--- config.mk ---
export PLATFORM = sky130hd
export DESIGN_NAME = exception_unit
export DESIGN_NICKNAME = d
export VERILOG_FILES = /design/src/rtl/exception_unit.sv
export SDC_FILE = /design/constraint.sdc
export NUM_CORES = 1
export LEC_CHECK = 0
export ABC_CLOCK_PERIOD_IN_PS = 2600
export CAP_MARGIN = 10
export CORE_MARGIN = 2
export CORE_UTILIZATION = 45
export CTS_BUF_LIST = sky130_fd_sc_hd__clkbuf_4
export CTS_CLUSTER_DIAMETER = 60
export DETAILED_ROUTE_END_ITERATION = 16
export DONT_BUFFER_PORTS = 1
export RECOVER_POWER = 100
export SYNTH_ARGS = -nofsm -noshare
export SYNTH_HDL_FRONTEND = slang
export SYNTH_SLANG_ARGS = --single-unit
--- constraint.sdc ---
create_clock -name clk -period 2.6 [get_ports clk]
set_input_delay 0.39 -clock clk [delete_from_list [all_inputs] [get_ports clk]]
set_output_delay 0.39 -clock clk [all_outputs]
set_load 0.005 [all_outputs]
--- src/rtl/exception_unit.sv ---
// Exception/interrupt sequencer for the LEGv8 core: holds ELR/ESR/ERR, redirects fetch, flushes.
// Optional build macro EXC_COUNT_EN adds saturating IRQ/fault entry counters readable via SysSel=11.
module exception_unit #(
    parameter logic [63:0] VECTOR_ADDR  = 64'h0000_0000_0000_00D8,
    parameter int unsigned FLUSH_CYCLES = 2
) (
    input  logic        clk,
    input  logic        reset,
    input  logic [3:0]  EStatus,
    input  logic        ERet,
    input  logic [63:0] PC_D,
    input  logic [1:0]  SysSel,
    output logic        Redirect,
    output logic [63:0] RedirectPC,
    output logic        Flush,
    output logic        ExcMode,
    output logic        ExtIAck,
    output logic        DoubleFault,
    output logic [63:0] SysRData
);

    typedef enum logic [1:0] {StNormal, StFlushIn, StHandler, StFlushOut} state_e;

    localparam logic [2:0] FlushLast = 3'(FLUSH_CYCLES - 1);

    state_e      state_q, state_d;
    logic [63:0] elr_q, elr_d, err_q, err_d, redirect_pc_q, redirect_pc_d;
    logic [3:0]  esr_q, esr_d;
    logic [2:0]  cnt_q, cnt_d;
    logic        redirect_q, redirect_d, flush_q, flush_d, exc_mode_q, exc_mode_d;
    logic        ext_iack_q, ext_iack_d, df_q, df_d;
    logic        is_irq;
`ifdef EXC_COUNT_EN
    logic [15:0] irq_cnt_q, irq_cnt_d, fault_cnt_q, fault_cnt_d;
`endif

    always_ff @(posedge clk) begin
        if (!reset) begin
            state_q       <= StNormal;
            elr_q         <= '0;
            esr_q         <= '0;
            err_q         <= '0;
            redirect_q    <= 1'b0;
            redirect_pc_q <= '0;
            flush_q       <= 1'b0;
            cnt_q         <= '0;
            exc_mode_q    <= 1'b0;
            ext_iack_q    <= 1'b0;
            df_q          <= 1'b0;
`ifdef EXC_COUNT_EN
            irq_cnt_q     <= '0;
            fault_cnt_q   <= '0;
`endif
        end else begin
            state_q       <= state_d;
            elr_q         <= elr_d;
            esr_q         <= esr_d;
            err_q         <= err_d;
            redirect_q    <= redirect_d;
            redirect_pc_q <= redirect_pc_d;
            flush_q       <= flush_d;
            cnt_q         <= cnt_d;
            exc_mode_q    <= exc_mode_d;
            ext_iack_q    <= ext_iack_d;
            df_q          <= df_d;
`ifdef EXC_COUNT_EN
            irq_cnt_q     <= irq_cnt_d;
            fault_cnt_q   <= fault_cnt_d;
`endif
        end
    end

    always_comb begin
        state_d       = state_q;
        elr_d         = elr_q;
        esr_d         = esr_q;
        err_d         = err_q;
        redirect_d    = 1'b0;
        redirect_pc_d = '0;
        flush_d       = flush_q;
        cnt_d         = cnt_q;
        exc_mode_d    = exc_mode_q;
        ext_iack_d    = 1'b0;
        df_d          = df_q;
        is_irq        = (EStatus == 4'd1);
`ifdef EXC_COUNT_EN
        irq_cnt_d     = irq_cnt_q;
        fault_cnt_d   = fault_cnt_q;
`endif
        case (state_q)
            StNormal: begin
                if (EStatus != 4'd0) begin
                    // Unknown codes are folded into invalid-opcode (2).
                    esr_d         = is_irq ? 4'd1 : 4'd2;
                    err_d         = PC_D;
                    elr_d         = is_irq ? PC_D : PC_D + 64'd4;
                    redirect_d    = 1'b1;
                    redirect_pc_d = VECTOR_ADDR;
                    ext_iack_d    = is_irq;
                    exc_mode_d    = 1'b1;
                    flush_d       = 1'b1;
                    cnt_d         = FlushLast;
                    state_d       = StFlushIn;
`ifdef EXC_COUNT_EN
                    if (is_irq && irq_cnt_q != 16'hFFFF) irq_cnt_d = irq_cnt_q + 16'd1;
                    if (!is_irq && fault_cnt_q != 16'hFFFF) fault_cnt_d = fault_cnt_q + 16'd1;
`endif
                end
            end
            StFlushIn, StFlushOut: begin
                if (cnt_q == 3'd0) begin
                    flush_d = 1'b0;
                    state_d = (state_q == StFlushIn) ? StHandler : StNormal;
                end else begin
                    cnt_d = cnt_q - 3'd1;
                end
            end
            StHandler: begin
                if (ERet) begin
                    redirect_d    = 1'b1;
                    redirect_pc_d = elr_q;
                    exc_mode_d    = 1'b0;
                    flush_d       = 1'b1;
                    cnt_d         = FlushLast;
                    state_d       = StFlushOut;
                end else if (EStatus != 4'd0) begin
                    df_d = 1'b1;
                end
            end
            default: state_d = StNormal;
        endcase
    end

    always_comb begin
        case (SysSel)
            2'b00:   SysRData = elr_q;
            2'b01:   SysRData = {60'b0, esr_q};
            2'b10:   SysRData = err_q;
`ifdef EXC_COUNT_EN
            default: SysRData = {32'b0, irq_cnt_q, fault_cnt_q};
`else
            default: SysRData = 64'b0;
`endif
        endcase
    end

    assign Redirect    = redirect_q;
    assign RedirectPC  = redirect_pc_q;
    assign Flush       = flush_q;
    assign ExcMode     = exc_mode_q;
    assign ExtIAck     = ext_iack_q;
    assign DoubleFault = df_q;

endmodule

# Word-level counts from Yosys, hierarchy flattened
# Index checks and enable logic that the tools add are counted.
dict set report op_classes {
  div 0
  n_mul 0
  muxes 24
  n_addsub 2
  shifts 0
  eq_ne 10
  reduce_logical 12
  n_bitwise 1
  order_cmp 0
}
# operator n
set op_table {}
lappend op_table {{$pmux W64 S3} 1}
lappend op_table {{$mux W64} 2}
lappend op_table {{$pmux W64 S2} 1}
lappend op_table {{$add A64 B3 Y64 const B} 1}
lappend op_table {{$reduce_and A3 Y1} 5}
lappend op_table {{$mux W2} 5}
lappend op_table {{$mux W3} 3}
lappend op_table {{$pmux W3 S3} 1}
lappend op_table {{$mux W8} 1}
lappend op_table {{$ne A2 B2 Y1 const B} 4}
lappend op_table {{$eq A2 B2 Y1 const B} 3}
lappend op_table {{$mux W1} 6}
lappend op_table {{$pmux W2 S3} 1}
lappend op_table {{$eq A2 B1 Y1 const B} 2}
lappend op_table {{$eq A4 B1 Y1 const B} 1}
lappend op_table {{$logic_not A2 Y1} 2}
lappend op_table {{$pmux W1 S2} 2}
lappend op_table {{$reduce_bool A4 Y1} 1}
lappend op_table {{$logic_not A3 Y1} 1}
lappend op_table {{$pmux W1 S3} 1}
lappend op_table {{$sub A3 B1 Y3 const B} 1}
lappend op_table {{$reduce_and A2 Y1} 1}
lappend op_table {{$reduce_bool A2 Y1} 1}
lappend op_table {{$reduce_or A2 Y1} 1}
lappend op_table {{$not A1 Y1} 1}
dict set report totals {
  regBits 206
  elab_cells 60
  out_inout_bits 133
  in_bits 73
  ram_bits 0
  romBits 0
  latch_bits 0
  memories 0
}

# Logic depth before layout (Yosys ltp)
dict set report depth {
  depth_word 4
  mapped_depth 9
  ltp_nobuf 7
}

# Least setup slack after synthesis
# OpenSTA, ideal clock, no wires.
dict set report synth_timing {
  path_kind {input-to-reg}
  startpoint {input port PC_D[36]}
  endpoint {register elr_q[63]}
  arrival_time_ps 2379
  n_path_buf 2
  setup_time_ps 74
  required_ps 2526
  path_stages 7
  path_slack_ps 147
  cell_sequence {buf_2 nand4_1 or4_4 or4_4 buf_6 or4_1 a31oi_1}
}
dict set report synth_via {
  elab_chain_len 2
}
# item line_no
set synth_rtl {}
lappend synth_rtl {{start: declaration} 11} ;# input logic [63:0] PC_D,
lappend synth_rtl {{$add A64 B3 Y64} 96} ;# elr_d = is_irq ? PC_D : PC_D + 64'd4;
lappend synth_rtl {{$mux W64} 96}
lappend synth_rtl {{end signal: assignment} 56} ;# elr_q <= elr_d;
lappend synth_rtl {{end: declaration} 27} ;# logic [63:0] elr_q, elr_d, err_q, err_d, redirect_pc_q, redirect_pc_d;
# No other way between the ends.
# A chain may end at the register's enable or synchronous reset.

# Worst setup path in the final report
dict set report layout_timing {
  startpoint {register state_q[0]}
  endpoint {register elr_q[38]}
}
dict set report layout_via {
  elab_chain_len 2
}
# item line_no
set layout_rtl {}
lappend layout_rtl {{start: declaration} 26} ;# state_e state_q, state_d;
lappend layout_rtl {{start signal: assignment} 39} ;# state_q <= StNormal;
lappend layout_rtl {{start signal: assignment} 55} ;# state_q <= state_d;
lappend layout_rtl {{$logic_not A2 Y1} 90} ;# case (state_q)
lappend layout_rtl {{$reduce_and A2 Y1 (no source line)} n/a}
# No other way between the ends.

==> results.md <==
- Status: finished clean
- Initial core utilization: 45.6%
- Worst setup EP type: register
- P_int: 6.23 mW
- Worst Slack Setup Final: 172 ps
- Residual DRC count: 0
- Mapped Nets: 1,153
- Relative slew margins: 20.9%
- Syn Inst Count: 1,073
- Setup crit start: state_q[0]
- Root Buffer: clkbuf_4
- Die W: 144 µm
- Max Slew Vio Count: 0
- CP Class: reg2reg
- Sw Share: 36.3%
- Clk sinks: 202
- Pre-antenna DRT Iters: 5
- Port Buffers: 0
- Iter 0 DRT Violations: 557
- Via count: 8,046
- Buf/Inv on CP: 3
- Register share of total power: 43.6%
- LEAKAGE: 4.07 nW
- Mapped Area: 8850 µm²
- Endpoint, Worst Hold: elr_q[15]
- Commonest cells post-synth: dfxtp_1 (202), nand2_1 (162), nor2_1 (97), a21oi_1 (92), mux2i_1 (62)
- CTS buffer count: 55
- Sequential-to-total area share from yosys stat: 45.7%
- Max incr delay on CP: 550 ps
- Crit-path cells: inv_1 -> ha_1 -> nor2b_4 -> buf_12 -> o21ai_0 -> a31oi_1 -> dlygate4sd3_1
- R2R Path Start: state_q[0]
- Combinational group share of total power: 29.4%
- Core area: 19,400 µm²
- Dpl hpwl: 16,700 µm
- Peak supply drop: 0.763 mV
- Worst r2r path cells: 7
- Synthesis-to-layout area growth: 18.2%
- Least-Margin Pin Slew: 1190 ps
- Max clock buf depth: 3
- Via/cell ratio: 5.56
- Post-CTS Resized: 0
- Top-area cell type share of the netlist area: 45.7%
- Slowest cell on crit path: dlygate4sd3_1
- Min-delay worst type: in2reg
- Met2 Use GR: 41.1%
- Final critical-path share of the clock period: 93.4%
- GRT Overall Usage: 26.2%
- Top Usage Layer GRT: met2
- Post-synth EDFFs: 0
- CP max FO: 86
- Die ar.: 20,800 µm²
- Clock transition at path regs: 70 ps
- FP Rows: 51
- Min-delay src: PC_D[13]
- Top-count cell post-synth: dfxtp_1
- Final Hold Vio Count: 0
- Synth Register Bits: 202
- Setup WS pre-CTS: 97.3 ps
- Met3 Track Usage GR: 7.19%
- Initial antenna violation count: 1
- Top cell family by delay on the critical path: buffers and inverters
- Max-cap violations: 0
- WL/cell: 19.0 µm
- Post-Syn Area per Cell: 8.25 µm²
- Hold path cells: 4
- Setup violators final: 0
- CP required: 3210 ps
- Register-to-register path setup slack: 170 ps
- IO Pins: 206
- Primary FF master, synth: dfxtp_1
- Share of cells above drive strength 1: 10.7%
- Synth unique cells: 50
- CTS H-tree lvls: 2
- Post-Route Skew: 20.8 ps
- First-pass GRT wire length: 42,700 µm
- Ys async rst share: 0%
- Met1 usage: 34.9%
- CP startpoint kind: register
- Largest net degree at the start of global routing: 87
- Remaining global-route overflow: 0
- Clock power frac: 27.0%
- Ratio of total power to cell area: 935 nW/µm²
- Cell taking the most area after synthesis: dfxtp_1
- Psw: 3.56 mW
- Final min period: 2430 ps
- Yosys warns: 0
- Chip height: 144 µm
- Antenna Violating Nets Remaining: 0
- Setup Total Neg Slack: 0 ps
- DRT Wirelength: 27,500 µm
- RSZ-0062 raised after global routing: no
- F_max: 412 MHz
- Vias in the first global route: 7,734
- Critical path arrival: 3040 ps
- Worst reg2reg path endpoint: elr_q[38]
- Synth area leaders: dfxtp_1 (46%), mux2i_1 (7.0%), nand2_1 (6.9%), a21oi_1 (5.2%), and2_1 (4.3%)
- RePlAce Congestion: 0.834
- Skew-Pair Late Insertion Delay: 660 ps
- Overall power: 9.79 mW
- CTS tree: built
- Nets: 1,231
[worst max path at each step]
stage	slack, ps	depth (start not counted)	end
after floorplan	150	7	elr_q[63]
after global placement	140	5	elr_q[42]
after detailed placement	100	5	elr_q[61]
after CTS	220	7	elr_q[38]
after global routing	60	7	elr_q[38]
final	170	7	elr_q[38]
[cells in the final DEF (no fill, tap or decap), types with 3 or more instances in the layout]
| cell type | instances |
|---|---|
| or2_2 | 5 |
| clkbuf_4 | 80 |
| clkbuf_2 | 4 |
| ha_1 | 7 |
| clkinv_1 | 5 |
| or4_1 | 11 |
| nor2_1 | 96 |
| o21ai_0 | 61 |
| a21oi_1 | 92 |
| nand2_1 | 162 |
| nand2b_1 | 3 |
| xor2_1 | 13 |
| a32oi_1 | 3 |
| and2_1 | 40 |
| mux2i_1 | 62 |
| inv_1 | 16 |
| nor3_1 | 25 |
| dfxtp_1 | 202 |
| and4_1 | 4 |
| buf_12 | 3 |
| and3_1 | 6 |
| a311oi_1 | 6 |
| a211oi_1 | 14 |
| or3_1 | 19 |
| nand4_1 | 22 |
| xnor2_1 | 17 |
| a31oi_1 | 16 |
| dlygate4sd3_1 | 69 |
| nand3_1 | 26 |
| nor4_1 | 13 |
| buf_4 | 20 |
| and2_0 | 21 |
| o31ai_1 | 10 |
[metrics by stage]
step                      area, µm²  util, %  instances  hold slack [ps]
after floorplan                8850        -       1073              433
after global placement         9150     47.2       1289              442
after detailed placement       9150     47.2       1289              446
after CTS                     10500     54.0       1445             5.42
after global routing          10500     53.9       1446             45.1
final                         10500     53.9       1446             57.8
[kinds of logic (layout without fill, tap and decap cells)]
group | after synthesis | after routing | synth area share, %
fa+ha+maj | 7 | 7 | 0.990
compound gates | 210 | 210 | 13.4
buf+inv | 92 | 199 | 4.02
other cells | 0 | 1 | 0
simple gates | 470 | 470 | 25.9
flops | 202 | 202 | 45.7
mux | 62 | 62 | 7.01
xor+xnor | 30 | 30 | 2.97
[power by group through the flow]
stage	combinational (mW)	clock [mW]	sequential [mW]
floorplan	2.12	0	4.17
global placement	2.72	0	4.31
detailed placement	2.75	0	4.32
CTS	2.90	2.73	4.26
global route	3.29	2.88	4.36
finish	2.87	2.64	4.27
[area by class of cell]
class,count,area (µm²)
diodes,1,2.50
flip-flops and latches,202,4040
inverters,17,65.1
fillers,1930,8930
repair buffers,96,921
clock buffers,80,601
multi-input cells,779,4480
well taps,265,332
clock inverters,6,22.5
[metal layers]
metal	part of all wire [%]	wire length, µm	up-vias
met3	7.9	2160	54
met4	2.2	616	0
met2	46	12700	295
met5	0	0	-
met1	44	12000	3785
li1	-	-	3912
[flip-flops by register name, indices dropped and copies added, names as in the netlist]
register and flops:
err_q 62, esr_q 2, DoubleFault 1, state_q 2, cnt_q 3, Flush 1
RedirectPC 64, ExtIAck 1, Redirect 1, elr_q 64, ExcMode 1
[tightest hold or removal path, stage by stage]
cell	delay, ps
nand2_1	40
nor3_1	50
xnor2_1	130
a21oi_1	60
[timing repair]
item,4_1_cts,5_1_grt
buffers inserted,0,0
hold buffers,70,0
hold endpoints to repair,134,0
Note: power is estimated with default switching activity, not from simulation.
